### config.mk
export PLATFORM = sky130hd
export DESIGN_NAME = seg_scan_57
export DESIGN_NICKNAME = d
export VERILOG_FILES = /design/src/rtl/seg_scan_57.sv
export SDC_FILE = /design/constraint.sdc
export NUM_CORES = 1
export LEC_CHECK = 0
export CORE_MARGIN = 1
export CORE_UTILIZATION = 33
export CTS_BUF_LIST = sky130_fd_sc_hd__clkbuf_16
export DETAILED_ROUTE_END_ITERATION = 8
export GPL_TIMING_DRIVEN = 0
export PLACE_DENSITY = 0.51
export SETUP_SLACK_MARGIN = 0.3
export SLEW_MARGIN = 20
export SYNTH_ARGS = -nofsm -noshare
export SYNTH_HDL_FRONTEND = slang
export SYNTH_SLANG_ARGS = --single-unit
### constraint.sdc
create_clock -name clk_50m_57 -period 6.1 [get_ports clk_50m_57]
set_input_delay 0.915 -clock clk_50m_57 [delete_from_list [all_inputs] [get_ports clk_50m_57]]
set_output_delay 0.915 -clock clk_50m_57 [all_outputs]
set_load 0.01 [all_outputs]
### src/rtl/seg_scan_57.sv
// Eight-digit common-anode 7-segment scanner for the clock display: week day, dash, HH.MM.SS,
// with the field under edit blinking at a fixed rate.
module seg_scan_57 #(
  parameter int unsigned SCAN_DIV  = 50000,
  parameter int unsigned BLINK_DIV = 12500000
) (
  input  logic        clk_50m_57,
  input  logic        rst_n_57,
  input  logic [23:0] time_i_57,
  input  logic [2:0]  week_day_i_57,
  input  logic [2:0]  edit_field_i_57,
  output logic [7:0]  seg_o_57,
  output logic [7:0]  an_o_57
);

  localparam int unsigned SW = (SCAN_DIV  > 1) ? $clog2(SCAN_DIV)  : 1;
  localparam int unsigned BW = (BLINK_DIV > 1) ? $clog2(BLINK_DIV) : 1;
  localparam logic [SW-1:0] SCAN_LAST  = SW'(SCAN_DIV - 1);
  localparam logic [BW-1:0] BLINK_LAST = BW'(BLINK_DIV - 1);

  logic [SW-1:0] scan_q,  scan_d;
  logic [2:0]    idx_q,   idx_d;
  logic [BW-1:0] blink_q, blink_d;
  logic          hidden_q, hidden_d;
  logic [2:0]    edit_q;
  logic [7:0]    seg_q,   seg_d;
  logic [7:0]    an_q,    an_d;

  logic          edit_chg_s;
  logic          field_hit_s;
  logic [7:0]    raw_seg_s;

  function automatic logic [7:0] digit_code(input logic [3:0] d);
    logic [7:0] c;
    case (d)
      4'd0:    c = 8'hC0;
      4'd1:    c = 8'hF9;
      4'd2:    c = 8'hA4;
      4'd3:    c = 8'hB0;
      4'd4:    c = 8'h99;
      4'd5:    c = 8'h92;
      4'd6:    c = 8'h82;
      4'd7:    c = 8'hF8;
      4'd8:    c = 8'h80;
      4'd9:    c = 8'h90;
      default: c = 8'hFF;
    endcase
    return c;
  endfunction

  always_comb begin
    edit_chg_s = (edit_field_i_57 != edit_q);

    scan_d = scan_q + {{(SW-1){1'b0}}, 1'b1};
    idx_d  = idx_q;
    if (scan_q == SCAN_LAST) begin
      scan_d = '0;
      idx_d  = idx_q - 3'd1;
    end else begin
      idx_d  = idx_q;
    end

    // An edit-field change restarts the blink in the visible phase, beating a terminal count.
    blink_d  = blink_q + {{(BW-1){1'b0}}, 1'b1};
    hidden_d = hidden_q;
    if (edit_chg_s) begin
      blink_d  = '0;
      hidden_d = 1'b0;
    end else if (blink_q == BLINK_LAST) begin
      blink_d  = '0;
      hidden_d = ~hidden_q;
    end else begin
      hidden_d = hidden_q;
    end

    case (edit_field_i_57)
      3'd1:    field_hit_s = (idx_q == 3'd1) || (idx_q == 3'd0);
      3'd2:    field_hit_s = (idx_q == 3'd3) || (idx_q == 3'd2);
      3'd3:    field_hit_s = (idx_q == 3'd5) || (idx_q == 3'd4);
      3'd4:    field_hit_s = (idx_q == 3'd7);
      default: field_hit_s = 1'b0;
    endcase

    case (idx_q)
      3'd7:    raw_seg_s = (week_day_i_57 == 3'd0) ? 8'hFF : digit_code({1'b0, week_day_i_57});
      3'd6:    raw_seg_s = 8'hBF;
      3'd5:    raw_seg_s = digit_code(time_i_57[23:20]);
      3'd4:    raw_seg_s = digit_code(time_i_57[19:16]) & 8'h7F;
      3'd3:    raw_seg_s = digit_code(time_i_57[15:12]);
      3'd2:    raw_seg_s = digit_code(time_i_57[11:8]) & 8'h7F;
      3'd1:    raw_seg_s = digit_code(time_i_57[7:4]);
      3'd0:    raw_seg_s = digit_code(time_i_57[3:0]);
      default: raw_seg_s = 8'hFF;
    endcase

    // The change cycle itself already counts as visible.
    if (hidden_q && !edit_chg_s && field_hit_s) begin
      seg_d = 8'hFF;
    end else begin
      seg_d = raw_seg_s;
    end
    an_d = ~(8'd1 << idx_q);
  end

  always_ff @(posedge clk_50m_57 or negedge rst_n_57) begin
    if (!rst_n_57) begin
      scan_q   <= '0;
      idx_q    <= 3'd7;
      blink_q  <= '0;
      hidden_q <= 1'b0;
      edit_q   <= 3'd0;
      seg_q    <= 8'hFF;
      an_q     <= 8'hFF;
    end else begin
      scan_q   <= scan_d;
      idx_q    <= idx_d;
      blink_q  <= blink_d;
      hidden_q <= hidden_d;
      edit_q   <= edit_field_i_57;
      seg_q    <= seg_d;
      an_q     <= an_d;
    end
  end

  assign seg_o_57 = seg_q;
  assign an_o_57  = an_q;

endmodule
==> flow_summary.ini <==
[outcome]
run_status = finished, final reports clean

[power_and_ir_drop]
p_sw_mw = 0.2486
combPwrFrac_pct = 12.9
pwr-share-clk_pct = 44.1
p_leak_nw = 2.193
power.internal_mw = 0.7514
power_switching_share_pct = 24.86
ir_worst_vdd_v = 0.0001453
power_frac_seq_pct = 43.0
power.density_mw_per_mm2 = 189.3

[finish]
fin_nets = 624
final_cell_count_no_fill = 721
seqCellArea_mm2 = 0.001600
num_antenna_cells = 0
post_route_cells_drive_above_1_share_pct = 8.561
multi_input_area_mm2 = 0.002580
n_fill_cell = 1259
syn2layout_area_growth_pct = 20.49

[setup_path]
cpPeakStageDelay_ns = 0.65
cpMaxStageDelayCell = clkdlybuf4s50_1
worst_setup_path_start_kind = input port
path_max_fanout = 7
crit_chain = clkdlybuf4s50_1, inv_1, ha_1, nor2b_1, a211oi_1, o22ai_1, nor4_1, o21ai_0
regToRegStartpoint = idx_q[0]
r2r_setup_slack_ns = 3.80
cp.required_ns = 6.31
r2r-end = seg_o_57[5]
critPathKind = input port to flip-flop
end_kind = flip-flop
rr_worst_depth = 6
startpoint = time_i_57[13]
crit_arrival_ns = 2.96

[floorplan]
die-height_um = 117.3
placementRows = 41
ioPinCount = 48
die_w_um = 117.3
start_util_pct = 34.33
coreArea_mm2 = 0.01277
die-area_mm2 = 0.01375

[hold_path]
hold_path_startpoint = scan_q[0]
holdPathEnd = scan_q[0]
min_path_cells = 1
holdCritPathClass = flip-flop to flip-flop

[logic_synthesis]
ys_seq_elements = 63
yosysWarnings = 0
synthCells = 492
synth-edff-count = 0
synth-async-reset-ratio_pct = 100.0
syn_nets = 572
ys_seq_area_share_pct = 36.49
netlist_area_mm2 = 0.004385
synth_cell_type_count = 48
syn_avg_cell_area_um2 = 8.914
synthFlopType = dfrtp_1

[run]
cap_violations = 0

[routing]
num_vias = 3479
drtAntennaViolNets = 0
wl_per_cell_um = 13.67
viasPerCell = 4.825
drc = 0
detail_route.first_pass.iterations = 4
drt_iter0_markers = 132
finalWirelength_mm = 9.856

[global_routing]
grt_pass1_vias = 3434
track_usage_pct = 15.52
antenna_found_initial = 0
grt_max_degree = 43
grt_overflow = 0
grt_pass1_wl_mm = 16.42

[timing]
tightest_slew_ns = 0.6292
clock_skew_ns = 0.009194
fmax_ghz = 0.3630
setup_viol = 0
grt_setup_unrepaired = false
slew_viol_final = 0
fin_crit_sh_pct = 45.16
finalSetupTns_ns = 0
slew-limit-headroom_pct = 57.70
hold_viol_final = 0
fin_crit_ns = 2.755

[placement]
io_buffers = 40
dp_hpwl_mm = 7.542
gp_congestion = 0.8194
dp_cells = 705

[clocking]
clk_latency_ns = 0.32
clock-sinks = 63
holdBufCountCts = 0
ctsHtreeMaxLevel = 3
clkSlewWorstSetupHoldPaths_ns = 0.05
clockBufferDepth = 2
ctsResizeCount = 0
cts_tree = done
clock-root-buffer = clkbuf_16
cts_setup_buffers = 0
numCtsBuffers = 9
-- routing by layer --
metal / GRT usage, % / share of wire (%) / up-vias
met5: 0 / 0 / -
met4: 4.810 / 1.8 / 0
met3: 2.884 / 2.6 / 13
met2: 25.88 / 46 / 52
met1: 20.33 / 49 / 1613
li1: - / - / 1801
-- how the worst max path moves through the flow --
stage	end	slack, ns
floorplan	seg_o_57[5]	3.79
global placement	scan_q[0]	2.08
detailed placement	seg_o_57[5]	3.03
CTS	seg_o_57[5]	3.38
global route	seg_o_57[5]	3.24
finish	seg_o_57[0]	3.35
-- Yosys cell counts, drive strengths merged (2+ instances only) --
master / count / area, um^2
or3b: 2 / 17.52
nor4: 7 / 50.05
o2111ai: 2 / 17.52
nand3b: 6 / 45.04
o211ai: 2 / 15.01
o22ai: 12 / 75.07
xor2: 19 / 166.4
nand2b: 10 / 70.06
nor2: 63 / 236.5
or3: 3 / 18.77
buf: 3 / 35.03
or4: 4 / 30.03
dfstp: 19 / 499.2
or2: 2 / 12.51
nor3b: 2 / 15.01
inv: 31 / 116.4
ha: 48 / 600.6
nand4: 9 / 56.30
a21o: 4 / 30.03
clkbuf: 16 / 60.06
o21bai: 2 / 15.01
xnor2: 22 / 192.7
o31ai: 4 / 30.03
nor2b: 25 / 156.4
and3: 4 / 26.28
o311ai: 3 / 26.28
a211oi: 16 / 120.1
nand2: 24 / 90.09
a21oi: 22 / 110.1
dfrtp: 44 / 1101
nor3: 14 / 75.07
o21ai: 19 / 95.09
nand3: 19 / 95.09
and4: 2 / 18.77
-- cell type report --
class,instances,area share [%]
Sequential cell,63,30.29
Inverter,31,2.202
Buffer,19,1.800
Clock inverter,7,0.6394
Multi-Input combinational cell,379,48.83
Tap cell,172,4.073
Timing Repair Buffer,41,7.909
Clock buffer,9,4.262
-- critical path, delay by kind of cell --
family          cells  cell delay, ns
compound gates      3            0.51
fa+ha+maj           1            0.19
buf+inv             2            0.79
simple gates        2            0.56
-- registers in the layout, indices dropped and copies added, names as in the netlist --
register  cells
scan_q       16
edit_q        3
an_o_57       8
idx_q         3
blink_q      24
hidden_q      1
seg_o_57      8
-- kinds of logic after synthesis --
family / after synthesis / share of synthesized area, %
adders and majority gates: 48 / 13.69
AOI/OAI and AO/OA: 91 / 13.12
xor gates and xnor gates: 41 / 8.188
and+or+nand+nor: 199 / 23.68
DFF: 63 / 36.49
buffers and inverters: 50 / 4.822
-- metrics by stage --
stage	cell area [um^2]	setup WS [ns]	hold slack (ns)	power, mW	utilization, %
detailed placement	5019	3.032	0.4729	0.5669	39.29
global route	5284	3.242	0.4938	1.049	41.37
CTS	5278	3.376	0.4801	1.015	41.32
global placement	5001	2.077	0.4736	0.5634	39.15
finish	5284	3.345	0.4768	1.000	41.37
floorplan	4385	3.792	0.4498	0.5062	-
-- cells in the final DEF (no fill, tap or decap), types with 3 or more instances in the layout --
master	instances
o21ai_0	19
nor3_1	13
o22ai_1	12
xnor2_1	22
nor2b_1	25
o31ai_1	4
clkinv_2	3
dfrtp_1	44
inv_1	33
nand2_1	24
nand3_1	19
and3_1	3
a211oi_1	16
or4_1	4
a21oi_1	22
nor2_1	63
xor2_1	19
a21o_1	4
clkbuf_16	9
ha_1	48
or3_1	3
clkdlybuf4s50_1	39
nand4_1	9
nand3b_1	6
nor4_1	5
dfstp_2	19
o311ai_0	3
nand2b_1	9
clkbuf_1	16
-- power by group through the flow --
stage / clock, mW / sequential (mW) / combinational (mW)
finish: 0.441 / 0.430 / 0.129
CTS: 0.454 / 0.430 / 0.131
global route: 0.472 / 0.430 / 0.147
detailed placement: 0 / 0.437 / 0.130
global placement: 0 / 0.437 / 0.127
floorplan: 0 / 0.439 / 0.0676
Power figures use the tool's default switching activity.
==> variant (same flow settings) <==
Change the parameter `BLINK_DIV` from 12500000 to 50000000.
--- a/src/rtl/seg_scan_57.sv
+++ b/src/rtl/seg_scan_57.sv
@@ -2,7 +2,7 @@
 // with the field under edit blinking at a fixed rate.
 module seg_scan_57 #(
   parameter int unsigned SCAN_DIV  = 50000,
-  parameter int unsigned BLINK_DIV = 12500000
+  parameter int unsigned BLINK_DIV = 50000000
 ) (
   input  logic        clk_50m_57,
   input  logic        rst_n_57,
Check against the original RTL: same outputs for any inputs over 10 cycles, from zero or initial values and one cycle with rst_n_57 low; that may be too few to reach the edited logic, so the function may still have changed.
==> variant against the unedited design <==
- critical path depth stayed put
- final area is 5.0% higher
- area after synthesis is 4.7% higher
- highest routed layer unchanged
- worst setup slack better by 0.039 ns
- wire length is 7.8% higher
- power is 5.6% higher
- sequential cell count is 2 higher
- sequential power is 3% higher
==> variant: results (changes against the unedited design) <==
Layout
  – Number of nets at the end of the flow: 638 (was 624)
  – Fraction of final layout cells sized beyond drive strength 1: 11.72% (was 8.561%)
  – Top flop regs: blink_q x26, scan_q x16 (was blink_q x24, scan_q x16)
  – Fill count: 1351 (was 1259)

Place
  – Detailed placement HPWL: 8109 um (was 7542 um)
  – Number of input and output port buffers inserted: 43 (was 40)
  – RePlAce Congestion: 0.8819 (was 0.8194)

Status
  – Result of the run: completed (unchanged)

Global route
  – Aggregate global-route resource usage: 15.63% (was 15.52%)
  – Largest net degree at the start of global routing: 48 (was 43)
  – Vias in the first global route: 3665 (was 3434)
  – Wire length of the first global-routing pass: 17880 um (was 16420 um)

STA
  – Worst rel slew slack: 64.44% (was 57.70%)
  – Maximum clock skew at final layout: 0.005306 ns (was 0.009194 ns)

Drt
  – Overall via count from detail_route: 3663 (was 3479)
  – Drt initial violations: 140 (was 132)

Worst hold path
  – Hold WC Path Type: input pin to asynchronous set/reset pin (was flop to flop)

Pwr
  – VDD IR-drop max: 0.09238 mV (was 0.1453 mV)

Setup path
  – Slowest Stage Delay on Critical Path: 0.62 ns (was 0.65 ns)
  – Data arrival at the endpoint of the critical path: 2.93 ns (was 2.96 ns)

Logic synthesis
  – Cell variety after synth: 55 (was 48)
  – Most frequent cells after synthesis: 60 x nor2_1, 48 x ha_1, 46 x dfrtp_1 (was 63 x nor2_1, 48 x ha_1, 44 x dfrtp_1)
  – Cells taking the most area after synthesis: dfrtp_1 25%, ha_1 13%, dfstp_2 11% (was dfrtp_1 25%, ha_1 14%, dfstp_2 11%)
  – Mapped Nets: 583 (was 572)
  – Post-synthesis adder-cell area fraction: 13.08% (was 13.69%)
  – Compound-cell area share of the yosys netlist: 13.02% (was 13.12%)
  – Proportion of synthesized chip area in sequential cells: 35.94% (was 36.49%)
==> variant: cell types whose count changed in the layout (fill, tap and decap cells not counted), sizes merged, moves of 4 or more <==
| cell | unedited run | this run |
|---|---|---|
| xor2 | 19 | 28 |
| buf | 5 | 9 |
| clkbuf | 25 | 21 |
| a211oi | 16 | 10 |
| nand2 | 24 | 31 |
| nor3 | 14 | 10 |
| or2 | 2 | 7 |
| nor2b | 25 | 14 |
==> variant: logic make-up after synthesis <==
kind of cell	after synthesis
buf+inv	50
xor+xnor	49
fa+ha+maj	48
simple gates	197
flops	65
compound gates	94
==> variant: metal layers <==
metal  vias to the layer above  wire length [um]  GRT usage, %
met4                         0               191         5.625
li1                       1836                 -             -
met1                      1754              5175         20.98
met2                        58              4938         25.07
met5                         -                 0             0
met3                        15               320         2.709
==> variant: power by group <==
part,internal (W),switching (W)
combinational,0.0000569,0.0000735
clock,0.000308,0.000174
sequential,0.000441,0.00000310
total,0.000806,0.000251
==> variant: layout make-up <==
cell class	instances	share of cell area, %
multi-input cells	388	49.24
flip-flops and latches	65	29.75
repair buffers	44	8.211
clock buffers	9	4.060
well taps	176	3.970
inverters	31	2.098
plain buffers	19	1.692
clock inverters	7	0.9700
==> variant: worst reg2reg max path, delay by kind of cell (launching register included) <==
kind	cells	cell delay, ns
simple gates	2	0.62
flops	1	0.55
compound gates	3	0.44
fa+ha+maj	1	0.30
buf+inv	2	0.28
==> variant: final timing paths <==
check	start	end	slack (ns)	cells past startpoint
setup reg to reg	idx_q[0]	seg_o_57[5]	3.80	8
min in group clk_50m_57	scan_q[0]	scan_q[0]	0.50	1
max in group asynchronous	rst_n_57	idx_q[1]	5.06	2
setup / recovery	time_i_57[5]	seg_o_57[0]	3.38	8
hold reg to reg	scan_q[0]	scan_q[0]	0.50	1
hold / removal	rst_n_57	blink_q[0]	0.47	1
==> variant: per-stage QoR <==
stage	util (%)	std cells	cell area, um^2	setup WS [ns]	hold WS, ns
floorplan	-	503	4592	3.990	0.4503
global route	41.39	739	5547	3.211	0.4774
CTS	41.39	739	5547	3.378	0.4647
global placement	39.12	722	5243	1.943	0.4741
detailed placement	39.31	723	5268	3.037	0.4939
finish	41.39	739	5547	3.385	0.4662
